`config.mk`:
```
export PLATFORM = sky130hd
export DESIGN_NAME = uart_rx_fifo
export DESIGN_NICKNAME = d
export VERILOG_FILES = /design/src/rtl/uart_rx_fifo_pkg.sv /design/src/rtl/uart_rx_fifo_rts_ctrl.sv /design/src/rtl/uart_rx_fifo.sv
export SDC_FILE = /design/constraint.sdc
export NUM_CORES = 1
export LEC_CHECK = 0
export CAP_MARGIN = 20
export CORE_ASPECT_RATIO = 1.25
export CORE_MARGIN = 2
export CORE_UTILIZATION = 60
export CTS_BUF_LIST = sky130_fd_sc_hd__clkbuf_16
export DETAILED_ROUTE_END_ITERATION = 10
export HOLD_SLACK_MARGIN = 0.06
export PLACE_DENSITY = 0.89
export SLEW_MARGIN = 20
export SYNTH_ARGS = -nofsm -noshare
export SYNTH_HDL_FRONTEND = slang
export SYNTH_SLANG_ARGS = --single-unit
```
`constraint.sdc`:
```
create_clock -name clk -period 5.2 [get_ports clk]
set_input_delay 0.52 -clock clk [delete_from_list [all_inputs] [get_ports clk]]
set_output_delay 0.52 -clock clk [all_outputs]
set_load 0.01 [all_outputs]
```
`src/rtl/uart_rx_fifo_pkg.sv`:
```
`default_nettype none
// ============================================================================
// Module   : uart_rx_fifo_pkg
// Brief    : Shared UART types (character, receive entry) and width helpers.
// Revision : 1.0 - initial release
// ============================================================================
package uart_rx_fifo_pkg;

   // Default character width used by the UART datapath
   localparam int UART_SIZE_DEF = 8;

   typedef logic [UART_SIZE_DEF-1:0] uart_char_t;

   // One buffered character together with its parity-error flag
   typedef struct packed {
      logic       perr;
      uart_char_t data;
   } rx_entry_t;

   // Address width for a power-of-2 array of 'depth' entries
   function automatic int ptr_width(input int depth);
      return (depth > 1) ? $clog2(depth) : 1;
   endfunction

   // Width able to hold an occupancy count 0..depth inclusive
   function automatic int level_width(input int depth);
      return $clog2(depth + 1);
   endfunction

endpackage : uart_rx_fifo_pkg
`default_nettype wire

```
`src/rtl/uart_rx_fifo_rts_ctrl.sv`:
```
`default_nettype none
// ============================================================================
// Module   : uart_rts_ctrl
// Brief    : Hysteresis comparator and registered flow-control output.
//            Output drops at/above HI_WM and rises at/below LO_WM.
// Revision : 1.0 - initial release
// ============================================================================
module uart_rts_ctrl #(
   parameter int LVL_W = 5,
   parameter int HI_WM = 12,
   parameter int LO_WM = 4
) (
   input  logic             clk,
   input  logic             reset,
   input  logic [LVL_W-1:0] level_next,
   output logic             rts
);

   localparam logic [LVL_W-1:0] C_HI_LVL = LVL_W'(HI_WM);
   localparam logic [LVL_W-1:0] C_LO_LVL = LVL_W'(LO_WM);

   logic rts_d;
   logic rts_q;

   // Next flow-control state: thresholds act on the upcoming level, else hold
   always_comb begin
      rts_d = rts_q;
      if (level_next >= C_HI_LVL) begin
         rts_d = 1'b0;
      end else if (level_next <= C_LO_LVL) begin
         rts_d = 1'b1;
      end
   end

   // Flow-control register; held low during reset
   always_ff @(posedge clk) begin
      if (reset) begin
         rts_q <= 1'b0;
      end else begin
         rts_q <= rts_d;
      end
   end

   assign rts = rts_q;

endmodule : uart_rts_ctrl
`default_nettype wire

```
`src/rtl/uart_rx_fifo.sv`:
```
`default_nettype none
// ============================================================================
// Module   : uart_rx_fifo
// Brief    : UART receive buffer. First-word fall-through FIFO of characters
//            plus parity flags, sticky overflow, and hysteretic RTS output.
// Revision : 1.0 - initial release
// ============================================================================
module uart_rx_fifo
   import uart_rx_fifo_pkg::*;
#(
   parameter int UART_SIZE = UART_SIZE_DEF,
   parameter int DEPTH     = 16,
   parameter int RTS_HI_WM = 12,
   parameter int RTS_LO_WM = 4
) (
   input  logic                       clk,
   input  logic                       reset,
   input  logic                       in_valid,
   input  logic [UART_SIZE-1:0]       in_data,
   input  logic                       in_perr,
   output logic                       out_valid,
   input  logic                       out_ready,
   output logic [UART_SIZE-1:0]       out_data,
   output logic                       out_perr,
   output logic [$clog2(DEPTH+1)-1:0] level,
   output logic                       overflow,
   input  logic                       clr_ovf,
   output logic                       RTS
);

   localparam int PTR_W = ptr_width(DEPTH);
   localparam int LVL_W = level_width(DEPTH);
   localparam logic [LVL_W-1:0] C_FULL_LVL = LVL_W'(DEPTH);

   // Same layout as rx_entry_t, sized by this instance's character width
   typedef struct packed {
      logic                 perr;
      logic [UART_SIZE-1:0] data;
   } entry_t;

   entry_t             mem_q [DEPTH];
   logic [PTR_W-1:0]   wr_ptr_q, wr_ptr_d;
   logic [PTR_W-1:0]   rd_ptr_q, rd_ptr_d;
   logic [LVL_W-1:0]   level_q,  level_d;
   logic               overflow_q, overflow_d;
   logic               pop;
   logic               push_ok;
   logic               drop;

   // Handshake decode: a full buffer only takes a push when a pop frees a slot
   always_comb begin
      pop     = (level_q != '0) && out_ready;
      push_ok = in_valid && ((level_q != C_FULL_LVL) || pop);
      drop    = in_valid && !push_ok;
   end

   // Next pointers, occupancy and sticky overflow (a new drop beats the clear)
   always_comb begin
      wr_ptr_d   = wr_ptr_q;
      rd_ptr_d   = rd_ptr_q;
      level_d    = level_q;
      overflow_d = overflow_q;
      if (push_ok) begin
         wr_ptr_d = wr_ptr_q + PTR_W'(1);
      end
      if (pop) begin
         rd_ptr_d = rd_ptr_q + PTR_W'(1);
      end
      level_d = level_q + LVL_W'(push_ok) - LVL_W'(pop);
      if (drop) begin
         overflow_d = 1'b1;
      end else if (clr_ovf) begin
         overflow_d = 1'b0;
      end
   end

   // Control state registers; reset empties the buffer in the same edge
   always_ff @(posedge clk) begin
      if (reset) begin
         wr_ptr_q   <= '0;
         rd_ptr_q   <= '0;
         level_q    <= '0;
         overflow_q <= 1'b0;
      end else begin
         wr_ptr_q   <= wr_ptr_d;
         rd_ptr_q   <= rd_ptr_d;
         level_q    <= level_d;
         overflow_q <= overflow_d;
      end
   end

   // Storage write; contents need no reset because the pointers define validity
   always_ff @(posedge clk) begin
      if (!reset && push_ok) begin
         mem_q[wr_ptr_q] <= '{perr: in_perr, data: in_data};
      end
   end

   uart_rts_ctrl #(
      .LVL_W (LVL_W),
      .HI_WM (RTS_HI_WM),
      .LO_WM (RTS_LO_WM)
   ) u_rts_ctrl (
      .clk        (clk),
      .reset      (reset),
      .level_next (level_d),
      .rts        (RTS)
   );

   assign out_valid = (level_q != '0);
   assign out_data  = mem_q[rd_ptr_q].data;
   assign out_perr  = mem_q[rd_ptr_q].perr;
   assign level     = level_q;
   assign overflow  = overflow_q;

endmodule : uart_rx_fifo
`default_nettype wire

```
==> results.json, run 1 <==
{
  "status": "finished clean",
  "start_kind": "flop",
  "end_kind": "primary output",
  "postRouteAntennaNets": 0,
  "die_area_um2": 11700,
  "layout-drive-gt1-share": 0.136,
  "synth_cells": 341,
  "rows": 42,
  "drv_cap": 0,
  "min_path_type": "reg2reg",
  "vias_per_cell": 6.27,
  "grt-ovfl-total": 0,
  "dr.pass1.iters": 5,
  "critical_path_class": "reg2out",
  "hpwl_um": 7800,
  "cts_root_buf": "clkbuf_16",
  "start_util": 0.614,
  "comb_power_share": 0.198,
  "relSlewSlack": 0.306,
  "synth_area_per_cell_um2": 19.0,
  "yosysTopAreaCell": "edfxtp_1",
  "coreArea_um2": 10600,
  "die_y_um": 120,
  "crit_chain": "buf_4 > mux4_1 > a22oi_1 > nand2_1 > clkdlybuf4s50_1",
  "ys_seq_area_frac": 0.725,
  "async_reset_ff_frac": 0,
  "period_minus_slack_ns": 3.64,
  "p_leak_nw": 2.48,
  "nets": 404,
  "critical_path.max_stage_delay_ns": 0.97,
  "mostFrequentLayoutCells": "144 x edfxtp_1, 32 x nor2_1, 30 x clkdlybuf4s50_1",
  "wl_per_cell_um": 24.5,
  "final_hold_viol_count": 0,
  "cts_max_path_buffers": 2,
  "syn-cell-area_um2": 6490,
  "synth-seq-cells": 163,
  "switchingPower_uw": 881,
  "tightest_slew_ns": 1.04,
  "p_clk_frac": 0.364,
  "synth_edf_count": 144,
  "powerDensity_nw_per_um2": 480,
  "max_freq_mhz": 275,
  "antenna_found_initial": 0,
  "globalplace.congestion": 0.792,
  "seqCellArea_um2": 4710,
  "fillCellCount": 601,
  "mostFrequentLayoutCell": "edfxtp_1",
  "rsz0062_at_grt": "false",
  "finalCritPeriodShare": 0.700,
  "clkSinkCount": 163,
  "finalPower_mw": 3.59,
  "holdBufCountCts": 0,
  "grt.total_usage": 0.239,
  "slowest_stage": "dfxtp_2",
  "cp.required_ns": 4.68,
  "tns_ns": 0,
  "area.growth.synth_to_final_pct": 15.1,
  "n_antenna_cell": 0,
  "final_cells": 522,
  "drt_first_iter_violations": 319,
  "syn_nets": 367,
  "drc": 0,
  "fin_skew_ns": 0.00532,
  "p_int_mw": 2.71,
  "cts_tree": "yes",
  "ir_drop_mv": 0.312,
  "grt_pass1_vias": 3470,
  "multiInputGateArea_um2": 1630,
  "h-tree-depth": 4,
  "synth-main-ff-cell": "edfxtp_1",
  "grt_pass1_wl_um": 19900,
  "yosysUniqueCellTypes": 40,
  "switching_share": 0.245,
  "cp_max_fo": 30,
  "setup_viol": 0,
  "synthTopCellsByArea": "edfxtp_1 67%, mux4_2 7.3%, mux4_1 6.1%, dfxtp_1 5.9%, ha_1 2.1%",
  "yosysWarnings": 0,
  "post-cts-setup-buffer-count": 0,
  "cp.arrival_ns": 3.12,
  "seqPwrFrac": 0.438,
  "routed_wl_um": 12800,
  "ctsResizeCount": 0,
  "numCtsBuffers": 17,
  "insertion_delay_ns": 0.42,
  "pin_count": 31,
  "grt_max_degree": 31,
  "port_buffers": 30,
  "dp_cells": 491,
  "clk_pin_slew_ns": 0.06,
  "vias": 3275,
  "yosysTopAreaCellShare": 0.666,
  "die_w_um": 97.0,
  "final-max-slew-violation-count": 0
}
[through the flow]
step           cell area [um2]   util  hold WS [ns]  setup slack (ns)
2_1_floorplan             6490      -         0.463              2.40
3_3_place_gp              6850  0.649         0.488              2.03
3_5_place_dp              6850  0.649         0.517              1.96
4_1_cts                   7470  0.707         0.525              1.47
5_1_grt                   7470  0.707         0.553              1.37
6_report                  7470  0.707         0.519              1.56
[cell usage after synthesis (2+ instances only)]
cell type  number
nor2_1         32
nand2_1        17
xnor2_1         5
buf_6           3
mux4_1         15
mux4_2         21
and3_1          2
buf_2           2
and2_1          2
xor2_1          5
a21oi_1         5
ha_1           11
inv_1           9
a22oi_1        18
dfxtp_1        19
clkbuf_1        3
nand3_1         3
nor2b_1         4
edfxtp_1      144
[critical path, delay by kind of cell, from the launching register on]
kind                   cells  cell delay, ns
DFF                        1            0.97
AOI/OAI and AO/OA          1            0.21
and+or+nand+nor            1            0.08
muxes                      1            0.58
buffers and inverters      2            0.82
[layout make-up]
type / count / area share
Clock buffer: 17 / 0.0569
Clock inverter: 14 / 0.0258
Inverter: 9 / 0.00452
Multi-Input combinational cell: 155 / 0.219
Sequential cell: 163 / 0.630
Tap cell: 132 / 0.0221
Timing Repair Buffer: 32 / 0.0422
[path summary, 6_finish.rpt]
check	slack [ns]	from	cells after the start	to
worst max-delay path	1.56	flop	5	out_data[4]
worst min-delay path	0.52	wr_ptr_q[1]	2	wr_ptr_q[1]
worst max register to register	2.27	level[3]	13	u_rts_ctrl.rts
worst min register to register	0.52	wr_ptr_q[1]	2	wr_ptr_q[1]
[registers in the layout, indices dropped and copies added (netlist names), named ones only]
signal and count:
u_rts_ctrl.rts 1, mem_q 144, wr_ptr_q 4, overflow 1, level 5, rd_ptr_q 4
[cells by family (layout without fill, tap and decap cells)]
kind of cell,after synthesis,after routing,share of synthesized area
adder cells (fa/ha/maj),12,12,0.0243
multiplexers,36,36,0.134
AND/OR/NAND/NOR,68,68,0.0476
buffers and inverters,23,72,0.0233
XOR/XNOR,10,10,0.0135
AO/OA/AOI/OAI,29,29,0.0328
flip-flops,163,163,0.725
[power by group through the flow]
stage	sequential, mW	combinational, mW	clock [mW]
2_1_floorplan	1.53	0.551	0
3_3_place_gp	1.59	0.676	0
3_5_place_dp	1.60	0.703	0
4_1_cts	1.57	0.716	1.32
5_1_grt	1.58	0.766	1.37
6_report	1.57	0.711	1.31
[layer usage]
metal  wire length (um)  GRT usage  vias to the layer above
li1                   -          -                     1433
met1               4760      0.283                     1638
met2               6800      0.408                      177
met3                911     0.0665                       27
met4                310      0.110                        0
met5                  0          0                        -
Power figures use the tool's default switching activity.
==> run 2: changes to the inputs <==
--- a/config.mk
+++ b/config.mk
@@ -8,11 +8,11 @@
 export CAP_MARGIN = 20
 export CORE_ASPECT_RATIO = 1.25
 export CORE_MARGIN = 2
-export CORE_UTILIZATION = 60
+export CORE_UTILIZATION = 59
 export CTS_BUF_LIST = sky130_fd_sc_hd__clkbuf_16
 export DETAILED_ROUTE_END_ITERATION = 10
 export HOLD_SLACK_MARGIN = 0.06
-export PLACE_DENSITY = 0.89
+export PLACE_DENSITY = 0.88
 export SLEW_MARGIN = 20
 export SYNTH_ARGS = -nofsm -noshare
 export SYNTH_HDL_FRONTEND = slang
==> constraint.sdc (replaced) <==
create_clock -name clk -period 3.8 [get_ports clk]
set_input_delay 0.38 -clock clk [delete_from_list [all_inputs] [get_ports clk]]
set_output_delay 0.38 -clock clk [all_outputs]
set_load 0.01 [all_outputs]
==> results.json, run 2 (same netlist as run 1, synthesis figures left out) <==
{
  "port_buffers": 30,
  "coreArea_um2": 10700,
  "pin_count": 31,
  "cts_tree": "yes",
  "die_w_um": 97.8,
  "finalPower_mw": 4.72,
  "cts_max_path_buffers": 2,
  "insertion_delay_ns": 0.42,
  "finalCoreUtilization": 0.704,
  "final_area_um2": 7510,
  "hpwl_um": 7870,
  "grt_pass1_wl_um": 19600,
  "dr.pass1.iters": 5,
  "critical_path_class": "reg2reg",
  "end_kind": "flop",
  "nets": 415,
  "cp.required_ns": 4.16,
  "crit_chain": "inv_1 > ha_1 > or4b_1 > nand2_1 > inv_1 > ha_1 > inv_1 > ha_1 > fa_1 > a21oi_1 > o21bai_1 > xnor2_1 > o211a_1",
  "wl_per_cell_um": 23.6,
  "grt_use_met1": 0.277,
  "grt_pass1_vias": 3446,
  "top_usage_layer": "met2",
  "grt_use_met2": 0.405,
  "h-tree-depth": 4,
  "ir_drop_mv": 0.518,
  "drv_cap": 0,
  "slowest_stage": "or4b_1",
  "area.growth.synth_to_final_pct": 15.7,
  "grt.total_usage": 0.230,
  "drc": 0,
  "period_minus_slack_ns": 2.96,
  "vias_per_cell": 6.15,
  "fillCellCount": 602,
  "die_area_um2": 11900,
  "reg2reg_slack_ns": 0.84,
  "whs_ns": 0.509,
  "critical_path.max_stage_delay_ns": 0.55,
  "p_leak_nw": 2.51,
  "max_freq_mhz": 338,
  "status": "finished clean",
  "postRouteAntennaNets": 0,
  "cp.arrival_ns": 3.32,
  "final_hold_viol_count": 0,
  "rows": 42,
  "die_y_um": 121,
  "antenna_found_initial": 0,
  "relSlewSlack": 0.372,
  "mostFrequentLayoutCells": "144 x edfxtp_1, 32 x nor2_1, 30 x clkdlybuf4s50_1",
  "clk_pin_slew_ns": 0.06,
  "holdBufCountCts": 0,
  "globalplace.congestion": 0.744,
  "post-cts-setup-buffer-count": 0,
  "start_kind": "flop",
  "place_area_um2": 6950,
  "n_antenna_cell": 0,
  "vias": 3282,
  "clkSinkCount": 163,
  "use_met3": 0.0645,
  "powerDensity_nw_per_um2": 628,
  "numCtsBuffers": 17,
  "hold_path_startpoint": "rd_ptr_q[1]",
  "tightest_slew_ns": 0.939,
  "top_register": "mem_q",
  "startpoint": "level[3]",
  "rsz0062_at_grt": "false",
  "start_util": 0.608,
  "finalCritPeriodShare": 0.778,
  "layout-drive-gt1-share": 0.169,
  "mostFrequentLayoutCell": "edfxtp_1",
  "setup_viol": 0,
  "final-max-slew-violation-count": 0,
  "routed_wl_um": 12600,
  "cts_root_buf": "clkbuf_16",
  "drt_first_iter_violations": 284,
  "cp_max_fo": 5,
  "fin_skew_ns": 0.00675,
  "min_path_type": "reg2reg",
  "rr_startpoint": "level[3]",
  "largest_reg_flops": 144,
  "ctsResizeCount": 0,
  "grt-ovfl-total": 0,
  "grt_max_degree": 37,
  "tns_ns": 0
}
-- run 2: per-layer routing --
metal  up-vias  share of wire
met4         0          0.016
met1      1645           0.37
met5         -              0
met3        15          0.070
li1       1458              -
met2       164           0.54
-- run 2: cell type report --
type	count	area, um2	share of cell area
clock inverter	15	133	0.0177
multi-input combinational	155	1630	0.218
inverter	9	33.8	0.00450
tap	132	165	0.0220
sequential	163	4710	0.627
clock buffer	17	425	0.0567
timing repair buffer	43	410	0.0547
-- run 2: critical path, delay by kind of cell, from the launching register on --
kind	cells	cell delay (ns)
and+or+nand+nor	2	0.72
adders and majority gates	4	1.05
DFF	1	0.33
xor gates and xnor gates	1	0.20
buffers and inverters	3	0.18
AOI/OAI and AO/OA	3	0.43
-- run 2: power by group --
group / switching [mW] / total, mW / internal [mW]
sequential: 0.0471 / 2.06 / 2.02
combinational: 0.514 / 1.07 / 0.555
clock: 0.680 / 1.58 / 0.903
-- run 2: worst paths after layout --
kind                                       end  cells past startpoint
worst max-delay path            u_rts_ctrl.rts                     13
worst min-delay path               rd_ptr_q[1]                      2
worst max register to register  u_rts_ctrl.rts                     13
worst min register to register     rd_ptr_q[1]                      2
-- run 2: metrics by stage --
| step | worst slack, ns | instances |
|---|---|---|
| after floorplan | 1.00 | 341 |
| after global placement | 0.832 | 502 |
| after detailed placement | 0.679 | 502 |
| after CTS | 0.824 | 534 |
| after global routing | 0.634 | 534 |
| final | 0.842 | 534 |
==> edit 1, RTL diff (flow settings as in run 2) <==
Set the parameter `RTS_HI_WM` to 9 (it was 12).
--- a/src/rtl/uart_rx_fifo.sv
+++ b/src/rtl/uart_rx_fifo.sv
@@ -10,7 +10,7 @@
 #(
    parameter int UART_SIZE = UART_SIZE_DEF,
    parameter int DEPTH     = 16,
-   parameter int RTS_HI_WM = 12,
+   parameter int RTS_HI_WM = 9,
    parameter int RTS_LO_WM = 4
 ) (
    input  logic                       clk,
Function: changed (Yosys sat finds a counterexample within 10 cycles, from zero or initial values and one cycle with reset high).
==> edit 1 against run 2 <==
Synthesized cell count fell by 4.1%; sequential cell count unchanged; setup slack lost 0.47 ns; design area increased by 2.7%; wire length up 7.1%; clock power is 9% higher; via count grew 2.0%; utilization down 0.13 points; power grew 4.4%; synthesized area grew 1.3%.
==> edit 1: results (changes against run 2) <==
- Largest net degree at the start of global routing: 37 (unchanged)
- Multi-input logic area: 1752 µm² (was 1634 µm²)
- Metal3 WL: 820 µm (was 880 µm)
- Bufs w/o clock: 48 (was 43)
- Internal power: 3.596 mW (was 3.474 mW)
- Skew final: 0.02391 ns (was 0.006748 ns)
- GR Layer Usage met2: 42.94% (was 40.52%)
- Detailed Route Iter0 Violations: 347 (was 284)
- Met3 Use GR: 5.680% (was 6.452%)
- Min Tclk post-route: 3.433 ns (was 2.958 ns)
- Reg2Reg Depth: 13 (unchanged)
- Post-Synthesis Mean Instance Area: 20.11 µm² (was 19.03 µm²)
- Gr usage total: 24.09% (was 23.02%)
- Routed len/inst: 25.51 µm (was 23.63 µm)
- Ratio of cells with drive above 1 in the final layout: 16.20% (was 16.92%)
- Routed wl met2: 7.431 mm (was 6.852 mm)
- Number of enable flip-flop cells after synthesis: 144 (unchanged)
- First-pass GRT wire length: 20.35 mm (was 19.55 mm)
- Seq_cells: 163 (unchanged)
- Placement Setup Slack: 0.2042 ns (was 0.6785 ns)
- Placed Instances: 498 (was 502)
- Synth Warn #: 0 (unchanged)
- Most frequent cells after synthesis: 144 x edfxtp_1, 32 x mux4_1, 30 x nor2_1, 19 x dfxtp_1, 13 x mux4_2 (was 144 x edfxtp_1, 32 x nor2_1, 21 x mux4_2, 19 x dfxtp_1, 18 x a22oi_1)
- Fill cells: 634 (was 602)
- Status: complete, no violations (unchanged)
- Yosys cell types: 32 (was 40)
- Vias in the first global route: 3459 (was 3446)
- Vias per std cell: 6.319 (was 6.146)
- Clock-cell share of area: 7.709% (was 7.433%)
- DPL Wire Length: 8.446 mm (was 7.866 mm)
- Leak Pwr: 2.600 nW (was 2.510 nW)
- Initial antenna violation count: 0 (unchanged)
- Area contributors post-synth: edfxtp_1 66%, mux4_1 13%, dfxtp_1 5.8% (was edfxtp_1 67%, mux4_2 7.3%, mux4_1 6.1%)
- Final nets: 408 (was 415)
- Multi-input logic cell count: 141 (was 155)
- Signal buffers share of area: 5.810% (was 5.467%)
- Count of non-CTS inverters in the layout: 11 (was 9)
- Crit path max fanout: 6 (was 5)
- Finished Layout Cells: 530 (was 534)
- Top delay family on crit path: compound AO/OA/AOI/OAI gates (was adder cells)
- Peak VDD IR: 0.0004607 V (was 0.0005182 V)
- Routed length on met1: 5.014 mm (was 4.680 mm)
- CP max stage delay: 0.53 ns (was 0.55 ns)
- Largest reg by FF count: mem_q (unchanged)
- Register area share after synthesis: 71.54% (was 72.49%)
- Die Wd: 98.43 µm (was 97.81 µm)
- Final global-route overflow total: 0 (unchanged)
- GR met1 Demand/Resource: 28.81% (was 27.71%)
- Syn nets: 353 (was 367)
- Placer Congestion: 0.7913 (was 0.7439)
- WP data arrival: 3.75 ns (was 3.32 ns)
- R2R setup slack: 0.37 ns (was 0.84 ns)
- Slowest cell on the critical path: fa_1 (was or4b_1)
- CP Launch Point: level[2] (was level[3])
- Slew HR: 48.23% (was 37.17%)
-- edit 1: cell count changes after synthesis, moves of 3 or more --
cell,change
a22oi_1,-18
mux4_1,+17
nand2_1,-9
mux4_2,-8
buf_1,+4
nand3_1,+3
o21a_1,+3
-- edit 1: power groups by stage --
stage          sequential (mW)  combinational, mW  clock, mW
4_1_cts                   2.10               1.11       1.73
6_report                  2.10               1.10       1.72
2_1_floorplan             2.10              0.789          0
3_3_place_gp              2.13               1.06          0
3_5_place_dp              2.14               1.10          0
5_1_grt                   2.11               1.18       1.81
-- edit 1: logic make-up (layout without fill, tap and decap cells) --
family / after synthesis / count (layout) / share of synthesized area (%)
DFF: 163 / 163 / 71.54
and+or+nand+nor: 59 / 59 / 4.167
muxes: 45 / 45 / 17.24
buffers and inverters: 23 / 91 / 1.826
AOI/OAI and AO/OA: 17 / 17 / 1.769
adders and majority gates: 12 / 12 / 2.397
xor gates and xnor gates: 8 / 8 / 1.065
-- edit 1: worst min-delay path by stage --
stage	startpoint	end	slack (ns)
6_report	rd_ptr_q[1]	rd_ptr_q[1]	0.52
5_1_grt	rd_ptr_q[1]	rd_ptr_q[1]	0.54
4_1_cts	rd_ptr_q[1]	rd_ptr_q[1]	0.52
3_5_place_dp	rd_ptr_q[1]	rd_ptr_q[1]	0.51
3_3_place_gp	rd_ptr_q[1]	rd_ptr_q[1]	0.50
2_1_floorplan	reset	level[0]	0.45
-- edit 1: metrics by stage --
stage	util [%]	area (µm²)
2_1_floorplan	-	6576
3_3_place_gp	64.83	7116
3_5_place_dp	64.83	7116
4_1_cts	70.25	7710
5_1_grt	70.25	7710
6_report	70.25	7710
==> edit 2, RTL diff (flow settings as in run 2) <==
Without the edit above. Reset style: asynchronous (`reset`), changed in 2 clocked blocks.
--- a/src/rtl/uart_rx_fifo_rts_ctrl.sv
+++ b/src/rtl/uart_rx_fifo_rts_ctrl.sv
@@ -33,7 +33,7 @@
    end
 
    // Flow-control register; held low during reset
-   always_ff @(posedge clk) begin
+   always_ff @(posedge clk or posedge reset) begin
       if (reset) begin
          rts_q <= 1'b0;
       end else begin
--- a/src/rtl/uart_rx_fifo.sv
+++ b/src/rtl/uart_rx_fifo.sv
@@ -75,7 +75,7 @@
    end
 
    // Control state registers; reset empties the buffer in the same edge
-   always_ff @(posedge clk) begin
+   always_ff @(posedge clk or posedge reset) begin
       if (reset) begin
          wr_ptr_q   <= '0;
          rd_ptr_q   <= '0;
Behaviour: differs if reset is asserted again (counterexample within 4 cycles, from zero or initial values and one cycle with reset high); with reset held inactive, the same outputs for 10 cycles.
==> edit 2 against run 2 <==
Die area fell by 2.2%; sequential share of layout area rose by 0.72 points; design area fell by 1.2%; global-route usage rose by 0.59 points; setup slack got worse by 0.21 ns; largest cell class unchanged; synthesized area fell by 2.3%; largest power group unchanged; fmax fell by 6.6%; power rose by 17%; utilization rose by 0.17 points; worst hold slack got worse by 0.034 ns; sequential cell count fell by 4; wire length fell by 0.27%; cell count fell by 2.8%.
==> edit 2: results (changes against run 2) <==
- Status: complete, no violations (unchanged)
- Synth Area in XOR/XNOR: 1.381% (was 1.350%)
- Vias in the first global route: 3362 (was 3446)
- CP max stage delay: 0.63 ns (was 0.55 ns)
- Routed len/inst: 24.25 µm (was 23.63 µm)
- Reg2Reg Depth: 12 (was 13)
- Area contributors post-synth: edfxtp_1 68%, mux4_2 13%, dfrtp_1 5.9% (was edfxtp_1 67%, mux4_2 7.3%, mux4_1 6.1%)
- Critical Path End: out_data[5] (was u_rts_ctrl.rts)
- Yosys cell types: 36 (was 40)
- Most frequent cells after synthesis: 144 x edfxtp_1, 36 x mux4_2, 18 x a22oi_1, 18 x nor2_1 (was 144 x edfxtp_1, 32 x nor2_1, 21 x mux4_2, 19 x dfxtp_1, 18 x a22oi_1)
- GR met1 Demand/Resource: 30.80% (was 27.71%)
- Final nets: 401 (was 415)
- GR Layer Usage met2: 39.45% (was 40.52%)
- DR pass1 iterations: 4 (was 5)
- Vias per std cell: 6.146 (about the same)
- Met3 Use GR: 5.475% (was 6.452%)
- Crit path max fanout: 27 (was 5)
- Fraction of the mapped netlist area in compound gates: 3.116% (was 3.277%)
- Leak Pwr: 2.547 nW (was 2.510 nW)
- Placed Instances: 488 (was 502)
- DPL Wire Length: 8.099 mm (was 7.866 mm)
- Placer Congestion: 0.7872 (was 0.7439)
- Gr usage total: 23.62% (was 23.02%)
- Fill cells: 624 (was 602)
- Post-Synthesis Mean Instance Area: 19.76 µm² (was 19.03 µm²)
[edit 2: changes by cell type in the layout (fill, tap and decap cells not counted), moves of 6 or more]
| cell | change |
|---|---|
| dfxtp_1 | -18 |
| mux4_1 | -15 |
| mux4_2 | +15 |
| dfrtp_1 | +14 |
| nor2_1 | -14 |
| inv_1 | +10 |
| buf_4 | +6 |
[edit 2: area by class of cell]
type                            instances  area (µm²)  area share [%]
Clock inverter                         14       91.34           1.232
Timing Repair Buffer                   49       455.4           6.142
Sequential cell                       159        4701           63.40
Inverter                               12       45.04          0.6075
Multi-Input combinational cell        136        1531           20.65
Clock buffer                           17       425.4           5.737
Tap cell                              132       165.2           2.227
[edit 2: power groups by stage]
| stage | logic [mW] | clock network [mW] | registers (mW) |
|---|---|---|---|
| detailed placement | 1.80 | 0 | 2.25 |
| global route | 1.94 | 1.57 | 2.24 |
| finish | 1.79 | 1.48 | 2.22 |
| floorplan | 1.19 | 0 | 2.19 |
| CTS | 1.82 | 1.50 | 2.22 |
| global placement | 1.74 | 0 | 2.24 |
